## config.mk

```make
export PLATFORM = sky130hd
export DESIGN_NAME = mdu_divider
export DESIGN_NICKNAME = d
export VERILOG_FILES = /design/src/rtl/mdu_divider.sv
export SDC_FILE = /design/constraint.sdc
export NUM_CORES = 1
export LEC_CHECK = 0
export ABC_CLOCK_PERIOD_IN_PS = 14500
export CAP_MARGIN = 10
export CORE_ASPECT_RATIO = 1.75
export CORE_MARGIN = 5
export CORE_UTILIZATION = 42
export CTS_BUF_LIST = sky130_fd_sc_hd__clkbuf_16
export CTS_CLUSTER_DIAMETER = 200
export DETAILED_ROUTE_END_ITERATION = 6
export PLACE_DENSITY = 0.63
export SETUP_SLACK_MARGIN = 0.1
export SLEW_MARGIN = 0
export SYNTH_ARGS = -nofsm -noshare
export SYNTH_HDL_FRONTEND = slang
export SYNTH_SLANG_ARGS = --single-unit
```

## constraint.sdc

```tcl
create_clock -name clk -period 14.5 [get_ports clk]
set_input_delay 2.175 -clock clk [delete_from_list [all_inputs] [get_ports clk]]
set_output_delay 2.175 -clock clk [all_outputs]
set_load 0.02 [all_outputs]
```

## src/rtl/mdu_divider.sv

```systemverilog
`default_nettype none
// ============================================================================
//  Module      : mdu_divider
//  Description : Iterative restoring divider (DIV/DIVU), one quotient bit per
//                cycle, start/busy/done handshake, results to LO/HI.
//  Revision    : 1.0 - initial release
// ============================================================================
module mdu_divider #(
  parameter int WIDTH = 32
) (
  input  logic             clk,
  input  logic             reset_n,
  input  logic             start,
  input  logic             is_signed,
  input  logic [WIDTH-1:0] dividend,
  input  logic [WIDTH-1:0] divisor,
  output logic             busy,
  output logic             done,
  output logic [WIDTH-1:0] quotient,
  output logic [WIDTH-1:0] remainder,
  output logic             div_by_zero
);

  localparam int c_cnt_w = $clog2(WIDTH + 1);

  typedef enum logic [1:0] {
    S_IDLE = 2'd0,
    S_RUN  = 2'd1,
    S_ZERO = 2'd2,
    S_DONE = 2'd3
  } state_t;

  state_t             r_state;
  state_t             w_state_nx;
  logic               w_launch;

  logic [c_cnt_w-1:0] r_cnt;
  logic [WIDTH-1:0]   r_rem;
  logic [WIDTH-1:0]   r_quo;
  logic [WIDTH-1:0]   r_dvs;
  logic               r_neg_q;
  logic               r_neg_r;

  logic               w_dvd_neg;
  logic               w_dvs_neg;
  logic [WIDTH-1:0]   w_dvd_mag;
  logic [WIDTH-1:0]   w_dvs_mag;
  logic               w_dvs_zero;

  logic [WIDTH:0]     w_shift;
  logic [WIDTH:0]     w_diff;
  logic               w_ge;
  logic [WIDTH-1:0]   w_rem_nx;
  logic [WIDTH-1:0]   w_quo_nx;
  logic               w_cnt_last;

  // Operand magnitudes for the unsigned core; signs are reapplied at the end.
  assign w_dvd_neg  = is_signed & dividend[WIDTH-1];
  assign w_dvs_neg  = is_signed & divisor[WIDTH-1];
  assign w_dvd_mag  = w_dvd_neg ? -dividend : dividend;
  assign w_dvs_mag  = w_dvs_neg ? -divisor : divisor;
  assign w_dvs_zero = (divisor == '0);

  // Shifted partial remainder is WIDTH+1 bits so a divisor with its MSB set
  // still compares correctly; the borrow bit of the subtraction is the result.
  assign w_shift    = {r_rem, r_quo[WIDTH-1]};
  assign w_diff     = w_shift - {1'b0, r_dvs};
  assign w_ge       = ~w_diff[WIDTH];
  assign w_rem_nx   = w_ge ? w_diff[WIDTH-1:0] : w_shift[WIDTH-1:0];
  assign w_quo_nx   = {r_quo[WIDTH-2:0], w_ge};
  assign w_cnt_last = (r_cnt == c_cnt_w'(1));

  always_ff @(posedge clk) begin
    if (!reset_n) begin
      r_state <= S_IDLE;
    end else begin
      r_state <= w_state_nx;
    end
  end

  always_comb begin
    w_state_nx = r_state;
    busy       = 1'b0;
    done       = 1'b0;
    w_launch   = 1'b0;
    case (r_state)
      S_IDLE, S_DONE: begin
        done = (r_state == S_DONE);
        if (start) begin
          w_launch   = 1'b1;
          w_state_nx = w_dvs_zero ? S_ZERO : S_RUN;
        end else begin
          w_state_nx = S_IDLE;
        end
      end
      S_RUN: begin
        busy = 1'b1;
        if (w_cnt_last) begin
          w_state_nx = S_DONE;
        end
      end
      S_ZERO: begin
        busy       = 1'b1;
        w_state_nx = S_DONE;
      end
      default: w_state_nx = S_IDLE;
    endcase
  end

  // For a zero divisor r_quo carries the raw dividend through to the remainder.
  always_ff @(posedge clk) begin
    if (!reset_n) begin
      r_cnt   <= '0;
      r_rem   <= '0;
      r_quo   <= '0;
      r_dvs   <= '0;
      r_neg_q <= 1'b0;
      r_neg_r <= 1'b0;
    end else if (w_launch) begin
      r_cnt   <= c_cnt_w'(WIDTH);
      r_rem   <= '0;
      r_quo   <= w_dvs_zero ? dividend : w_dvd_mag;
      r_dvs   <= w_dvs_mag;
      r_neg_q <= w_dvd_neg ^ w_dvs_neg;
      r_neg_r <= w_dvd_neg;
    end else if (r_state == S_RUN) begin
      r_cnt   <= r_cnt - c_cnt_w'(1);
      r_rem   <= w_rem_nx;
      r_quo   <= w_quo_nx;
    end
  end

  // Results change only on the edge that enters DONE.
  always_ff @(posedge clk) begin
    if (!reset_n) begin
      quotient    <= '0;
      remainder   <= '0;
      div_by_zero <= 1'b0;
    end else if (r_state == S_RUN && w_cnt_last) begin
      quotient    <= r_neg_q ? -w_quo_nx : w_quo_nx;
      remainder   <= r_neg_r ? -w_rem_nx : w_rem_nx;
      div_by_zero <= 1'b0;
    end else if (r_state == S_ZERO) begin
      quotient    <= '1;
      remainder   <= r_quo;
      div_by_zero <= 1'b1;
    end
  end

endmodule
`default_nettype wire

```

==> summary.log, run 1 <==
qor: clock_network.clkTransAtPathRegs 0.07 ns
qor: clock_network.cts-hold-fix-buffers 0
qor: sta.timing_worst_slew_pin_value 1.133 ns
qor: routing.drt_first_pass_iters 5
qor: layout.design_area 0.01422 sq mm
qor: sta.setup_violations 0
qor: worst_setup_path.timing.critical_path.to_type register
qor: worst_setup_path.path_class register to register
qor: layout.layout.cells.most_common_list sky130_fd_sc_hd__dfxtp_1, sky130_fd_sc_hd__nor2_1, sky130_fd_sc_hd__clkdlybuf4s50_1, sky130_fd_sc_hd__a211oi_1, sky130_fd_sc_hd__a21oi_1
qor: worst_hold_path.holdCritPathClass register to register
qor: power.power.density_cell_area 294.3 mW/mm^2
qor: die.ios 135
qor: layout.layout_commonest_cell sky130_fd_sc_hd__dfxtp_1
qor: layout.final_layout_size_suffix_gt1_share 5.535%
qor: worst_setup_path.r2r-end remainder[28]
qor: synth.synth-warning-count 0
qor: worst_setup_path.path_max_fanout 35
qor: clock_network.cts_setup_buffers 0
qor: layout.num-nets-final 1,705
qor: routing.route.antenna.remaining_nets 0
qor: worst_setup_path.crit-reg2reg-launch r_rem[24]
qor: routing.drc 0
qor: synth.ys_types 85
qor: clock_network.cts_repair_resize_count 0
qor: clock_network.ctsHtreeMaxLevel 4
qor: routing.route.vias.total 11,810
qor: worst_setup_path.critPathLaunch r_rem[24]
qor: clock_network.cts-buffers-inserted 17
qor: synth.async_reset_ff_share 0%
qor: die.core_area 0.02863 sq mm
qor: worst_setup_path.timing.critical_path.from_type register
qor: routing.wire_per_inst 20.07 um
qor: worst_setup_path.worstPathArrival 6.27 ns
qor: worst_setup_path.timing.critical_path.to remainder[28]
qor: die.die_height 235.3 um
qor: clock_network.clock_tree.buffer_depth 2
qor: worst_setup_path.critPathRequiredTime 14.78 ns
qor: clock_network.clkLatencyLatePin 0.45 ns
qor: power.power.ir.vdd_worst 0.1581 mV
qor: synth.synth_enable_flop_cells 0
qor: place.io_buffers 134
qor: routing.initialDrtViolationCount 695
qor: outcome.run_status finished, final reports clean
qor: synth.post_synth.cell_area_avg 7.934 sq um
qor: routing.vias_per_cell 5.946
qor: sta.fmax 0.1671 GHz
qor: clock_network.cts_sinks 171
qor: layout.antenna_cells 0
qor: place.globalplace.congestion 0.8994
qor: synth.synth_flop_cell sky130_fd_sc_hd__dfxtp_1
qor: layout.filler_cells_inserted 2,829
qor: job.max_cap_viol_count 0
qor: sta.final.min_clock_period 5.985 ns
qor: grt.antenna_found_initial 0
qor: synth.synthesis.instances 1,535
qor: synth.syn_nets 1,645
qor: sta.worst_clock_skew 0.01640 ns
qor: synth.seq_area_frac_synth 28.11%
qor: worst_setup_path.cell_count_of_the_worst_reg_to_reg_path 18
qor: worst_setup_path.rrSetupSlack 8.51 ns
qor: grt.wire_length_of_the_first_global_routing_pass 63,060 um
qor: grt.grt_pass1_vias 11,380
qor: sta.final_hold_viol_count 0
qor: die.fp.dieArea 0.03264 sq mm
qor: sta.finalMaxSlewViolations 0
qor: grt.gr-usage-all-layers 23.80%
qor: sta.setup_total_negative_slack 0 ns
qor: layout.area.growth.synth_to_final 16.78%
qor: power.power.static_leakage 0.005083 uW
qor: grt.grt_overflow 0
qor: die.initial_core_util 42.54%
qor: place.detailed_placer_s_ending_hpwl 30,320 um
qor: sta.slew_margin_rel 24.50%
qor: die.row_count 82
qor: sta.grt_setup_unrepaired false
qor: synth.netlist_area 0.01218 sq mm
qor: routing.route.final.wire_length 39,870 um
qor: sta.post-route-period-util 41.28%
qor: place.area_after_detailed_placement 0.01367 sq mm
qor: synth.synth_seq_cells 171
qor: grt.grt_max_degree 113
qor: die.die-width 138.7 um
qor: clock_network.cts_tree yes
qor: clock_network.clockRootBuffer sky130_fd_sc_hd__clkbuf_16
==> worst min path at each step <==
stage / startpoint / end / slack, ns / depth (start not counted)
floorplan: r_dvs[21] / r_dvs[21] / 0.43 / 2
detailed placement: r_dvs[21] / r_dvs[21] / 0.45 / 2
global route: r_dvs[21] / r_dvs[21] / 0.49 / 2
global placement: r_dvs[21] / r_dvs[21] / 0.44 / 2
finish: r_dvs[25] / r_dvs[25] / 0.45 / 2
CTS: r_dvs[25] / r_dvs[25] / 0.45 / 2
==> routing by layer <==
metal / GRT usage (%) / vias to the layer above / part of all wire, %
li1: - / 5804 / -
met1: 25.50 / 5552 / 38
met2: 43.54 / 344 / 52
met3: 3.354 / 109 / 3.9
met4: 14.78 / 0 / 6.5
met5: 0 / - / 0
==> cell usage after synthesis, types with 5 or more instances <==
master / instances / share of area (%)
sky130_fd_sc_hd__dfxtp_1: 171 / 28
sky130_fd_sc_hd__nor2_1: 135 / 4.2
sky130_fd_sc_hd__a211oi_1: 119 / 7.3
sky130_fd_sc_hd__a21oi_1: 114 / 4.7
sky130_fd_sc_hd__nand2_1: 111 / 3.4
sky130_fd_sc_hd__o21ai_0: 78 / 3.2
sky130_fd_sc_hd__clkbuf_1: 76 / 2.3
sky130_fd_sc_hd__xor2_1: 75 / 5.4
sky130_fd_sc_hd__inv_1: 57 / 1.8
sky130_fd_sc_hd__xnor2_1: 56 / 4.0
sky130_fd_sc_hd__o31ai_1: 54 / 3.3
sky130_fd_sc_hd__mux2i_1: 50 / 4.1
sky130_fd_sc_hd__ha_1: 41 / 4.2
sky130_fd_sc_hd__nor3_1: 40 / 1.6
sky130_fd_sc_hd__nor2b_1: 35 / 1.8
sky130_fd_sc_hd__or3_1: 24 / 1.2
sky130_fd_sc_hd__o211ai_1: 17 / 1.0
sky130_fd_sc_hd__buf_2: 16 / 0.66
sky130_fd_sc_hd__nor4_1: 16 / 0.82
sky130_fd_sc_hd__o41ai_1: 16 / 1.2
sky130_fd_sc_hd__or4_1: 16 / 0.99
sky130_fd_sc_hd__nand3_1: 15 / 0.62
sky130_fd_sc_hd__a21o_1: 14 / 0.86
sky130_fd_sc_hd__mux2_2: 13 / 1.2
sky130_fd_sc_hd__nand4_1: 12 / 0.62
sky130_fd_sc_hd__o21ai_1: 10 / 0.41
sky130_fd_sc_hd__and3_1: 9 / 0.46
sky130_fd_sc_hd__a31oi_1: 8 / 0.41
sky130_fd_sc_hd__buf_1: 8 / 0.25
sky130_fd_sc_hd__a311oi_1: 7 / 0.50
sky130_fd_sc_hd__nand2b_1: 7 / 0.36
sky130_fd_sc_hd__nor3b_1: 7 / 0.43
sky130_fd_sc_hd__o211a_1: 7 / 0.58
sky130_fd_sc_hd__and2_1: 6 / 0.31
sky130_fd_sc_hd__nor4b_1: 6 / 0.43
sky130_fd_sc_hd__o22ai_1: 6 / 0.31
sky130_fd_sc_hd__o31a_1: 5 / 0.36
==> report_power, final <==
group | leakage [uW] | switching (uW) | internal [uW]
combinational | 0.00342 | 1810 | 1090
sequential | 0.00140 | 204 | 629
clock | 0.000261 | 208 | 235
==> through the flow <==
stage	power (uW)	utilization (%)	hold slack, ns	worst slack [ns]	cells
final	4185	49.68	0.4521	8.515	1986
after global routing	4499	49.68	0.4904	7.901	1986
after global placement	3701	47.76	0.4406	8.869	1954
after CTS	4172	49.68	0.4539	8.646	1986
after floorplan	2919	-	0.4319	9.667	1535
after detailed placement	3714	47.76	0.4453	8.669	1954
==> cell families after synthesis <==
group	share of synthesized area, %
flops	28.11
mux	5.497
buf+inv	5.445
compound gates	27.80
fa+ha+maj	4.377
simple gates	19.35
xor+xnor	9.422
==> final cells by class <==
type	instances	area [sq um]	share of cell area, %
Tap cell	378	473.0	3.326
Timing Repair Buffer	146	1426	10.03
Multi-Input combinational cell	1200	8127	57.14
Clock inverter	15	125.1	0.8798
Inverter	59	221.5	1.557
Clock buffer	17	425.4	2.991
Sequential cell	171	3423	24.07
==> flip-flops by register name, summed over array words and instances, names as in the netlist <==
register     cells
r_quo           32
remainder       32
div_by_zero      1
r_cnt            6
r_dvs           32
r_neg_q          1
r_rem           32
quotient        32
r_state          2
r_neg_r          1
==> worst max-delay path, cell delays in order (launching register included) <==
cell                       delay, ns
sky130_fd_sc_hd__dfxtp_1        0.35
sky130_fd_sc_hd__ha_1           0.39
sky130_fd_sc_hd__a21oi_1        0.24
sky130_fd_sc_hd__o21ai_1        0.16
sky130_fd_sc_hd__a221oi_1       0.45
sky130_fd_sc_hd__mux2i_1        0.47
sky130_fd_sc_hd__o31ai_4        0.24
sky130_fd_sc_hd__nor2_4         0.46
sky130_fd_sc_hd__buf_4          0.51
sky130_fd_sc_hd__mux2i_1        0.34
sky130_fd_sc_hd__ha_1           0.27
sky130_fd_sc_hd__nand2_1        0.07
sky130_fd_sc_hd__nor4b_1        0.35
sky130_fd_sc_hd__nand2_1        0.20
sky130_fd_sc_hd__nor4_1         0.36
sky130_fd_sc_hd__o21ai_1        0.21
sky130_fd_sc_hd__nor3_1         0.35
sky130_fd_sc_hd__mux2i_1        0.22
sky130_fd_sc_hd__o311ai_0       0.14
(Power assumes the default switching activity.)
==> run 2, diff against run 1 <==
- ABC_CLOCK_PERIOD_IN_PS: 14500 -> 4850
- PLACE_DENSITY: 0.63 -> 0.66
- clock period: 14.5 -> 4.85 ns (I/O delays scaled with it)
==> summary.log, run 2 (same netlist as run 1, synthesis figures left out) <==
qor: layout.layout_commonest_cell sky130_fd_sc_hd__dfxtp_1
qor: worst_setup_path.cell_count_of_the_worst_reg_to_reg_path 20 [+2]
qor: routing.drt_first_pass_iters 6 [+1]
qor: sta.final.min_clock_period 4.452 ns [-1.534 ns]
qor: die.die_height 235.3 um [unchanged]
qor: worst_setup_path.path_max_fanout 4 [-89%]
qor: sta.slew_margin_rel 20.93% [-3.6 points]
qor: clock_network.cts_tree yes
qor: layout.antenna_cells 0 [unchanged]
qor: layout.finish.utilization 50.83% [+1.1 points]
qor: worst_setup_path.timing.critical_path.to remainder[30]
qor: sta.post-route-period-util 91.78% [+51 points]
qor: grt.grt_max_degree 96 [-15%]
qor: layout.area.growth.synth_to_final 19.48%
qor: worst_hold_path.holdCritPathClass register to register
qor: worst_setup_path.cp_num_cells 20 [+2]
qor: die.row_count 82 [unchanged]
qor: grt.grt_pass1_vias 11,490 [+0.98%]
qor: sta.fmax 0.2246 GHz [+34%]
qor: place.pre_cts_ws 0.04550 ns [-8.623 ns]
qor: worst_setup_path.slowest_stage sky130_fd_sc_hd__fa_2
qor: outcome.run_status finished, final reports clean
qor: worst_setup_path.timing.critical_path.from_type register
qor: place.globalplace.congestion 0.9431 [+4.9%]
qor: die.die-width 138.7 um [unchanged]
qor: grt.wire_length_of_the_first_global_routing_pass 62,500 um [-0.89%]
qor: sta.setup_violations 0 [unchanged]
qor: routing.initialDrtViolationCount 862 [+24%]
qor: job.max_cap_viol_count 0 [unchanged]
qor: worst_setup_path.critical-path-max-stage-delay 0.39 ns [-0.12 ns]
qor: layout.final_layout_size_suffix_gt1_share 7.937% [+2.4 points]
qor: worst_setup_path.timing.critical_path.max_delay_family simple AND/OR/NAND/NOR gates
qor: sta.grt_setup_unrepaired false
qor: sta.setup_total_negative_slack 0 ns [unchanged]
qor: grt.grt_overflow 0 [unchanged]
qor: worst_setup_path.path_class register to register
qor: sta.timing_worst_slew_pin_value 1.184 ns [+0.05190 ns]
qor: clock_network.ctsHtreeMaxLevel 4 [unchanged]
qor: place.detailed_placer_s_ending_hpwl 30,690 um [+1.2%]
qor: die.fp.dieArea 0.03264 sq mm [unchanged]
qor: worst_setup_path.timing.critical_path.to_type register
qor: sta.final.hold.worst_slack 0.4503 ns [-0.001877 ns]
qor: worst_setup_path.critPathBufInv 2 [+1]
qor: sta.final_hold_viol_count 0 [unchanged]
qor: worst_setup_path.critPathRequiredTime 5.22 ns [-9.56 ns]
qor: worst_setup_path.worstPathArrival 4.82 ns [-1.45 ns]
qor: grt.gr-usage-all-layers 23.55% [-0.25 points]
qor: sta.finalMaxSlewViolations 0 [unchanged]
qor: clock_network.clkTransAtPathRegs 0.06 ns [about the same]
qor: place.io_buffers 134 [unchanged]
qor: worst_setup_path.critPathLaunch r_quo[31]
qor: clock_network.clockRootBuffer sky130_fd_sc_hd__clkbuf_16
qor: worst_setup_path.r2r-end remainder[30]
qor: worst_setup_path.rrSetupSlack 0.40 ns [-8.12 ns]
qor: die.initial_core_util 42.54% [unchanged]
qor: routing.wire_per_inst 19.74 um [-1.7%]
qor: grt.antenna_found_initial 0 [unchanged]
qor: worst_setup_path.crit-reg2reg-launch r_quo[31]
qor: routing.route.vias.total 11,920 [+0.90%]
qor: routing.vias_per_cell 5.910 [-0.60%]
qor: layout.num-nets-final 1,738 [+1.9%]
qor: clock_network.cts-buffers-inserted 17 [unchanged]
qor: routing.route.antenna.remaining_nets 0 [unchanged]
qor: sta.setup_ws 0.3984 ns [-8.116 ns]
qor: clock_network.cts_sinks 171 [unchanged]
qor: worst_setup_path.chain_of_cells_forming_the_critical_path inv_1 > ha_1 > inv_1 > fa_2 > a211oi_2 > o211ai_2 > a21oi_4 > or4_4 > a21boi_4 > nor2_4 > mux2i_1 > ha_2 > nand2_1 > nor4b_4 > nand2_2 > nor4_4 > o21ai_2 > or3_1 > o2111a_1 > a211oi_2
qor: routing.route.final.wire_length 39,790 um [-0.20%]
qor: clock_network.cts-hold-fix-buffers 0 [unchanged]
qor: sta.worst_clock_skew 0.009370 ns [-0.007030 ns]
qor: clock_network.clock_tree.buffer_depth 2 [unchanged]
qor: clock_network.clkLatencyLatePin 0.45 ns [about the same]
qor: die.core_area 0.02863 sq mm [unchanged]
qor: layout.layout.cells.most_common_list sky130_fd_sc_hd__dfxtp_1, sky130_fd_sc_hd__nor2_1, sky130_fd_sc_hd__clkdlybuf4s50_1, sky130_fd_sc_hd__a211oi_1, sky130_fd_sc_hd__a21oi_1
qor: routing.drc 0 [unchanged]
qor: die.ios 135 [unchanged]
run 2: changes by cell type in the layout (fill, tap and decap cells not counted), moves of 2 or more:
cell / previous run / this run
sky130_fd_sc_hd__buf_4: 12 / 44
sky130_fd_sc_hd__ha_1: 39 / 35
sky130_fd_sc_hd__ha_2: 1 / 5
sky130_fd_sc_hd__clkinv_1: 1 / 4
sky130_fd_sc_hd__inv_6: 3 / 0
sky130_fd_sc_hd__clkinvlp_4: 5 / 3
sky130_fd_sc_hd__o41ai_1: 16 / 14
run 2: cell type report:
class,instances,area (sq um)
well taps,378,473.0
clock buffers,17,425.4
inverters,59,221.5
repair buffers,179,1687
flip-flops and latches,171,3423
multi-input cells,1200,8234
clock inverters,12,86.33
fillers,2760,14070
run 2: repair_timing:
item / CTS / global route
endpoints found under the setup margin: 3 / 13
pin swaps: 2 / 14
setup buffers: 1 / 6
resized for setup: 1 / 15
run 2: metal layers:
layer	part of all wire (%)	track usage (%)	vias up	wire length [um]
li1	-	-	5853	-
met3	4.1	3.618	94	1646
met4	5.8	13.59	0	2308
met5	0	0	-	0
met1	37	24.56	5607	14840
met2	53	44.18	361	20990
run 2: metrics by stage:
step	instances	area (sq um)
after floorplan	1535	12200
after global placement	1980	13900
after detailed placement	1980	13900
after CTS	2010	14430
after global routing	2016	14550
final	2016	14550
run 2: worst min path at each step:
stage	start	to	slack (ns)	cells after the start
final	r_dvs[21]	r_dvs[21]	0.45	2
after global routing	r_dvs[21]	r_dvs[21]	0.47	2
after CTS	r_dvs[25]	r_dvs[25]	0.46	2
after detailed placement	r_dvs[25]	r_dvs[25]	0.45	2
after global placement	r_dvs[21]	r_dvs[21]	0.44	2
after floorplan	r_dvs[21]	r_dvs[21]	0.43	2
run 2: worst register-to-register path, delay by kind of cell, from the launching register on:
kind / cells / cell delay [ns]
adders and majority gates: 3 / 0.80
muxes: 1 / 0.27
DFF: 1 / 0.31
buffers and inverters: 2 / 0.13
and+or+nand+nor: 7 / 1.46
AOI/OAI and AO/OA: 7 / 1.40
Power of run 2 is left out: the tool's default activity adds up to more than one toggle a clock period on the data nets, which glitch-free logic cannot reach.
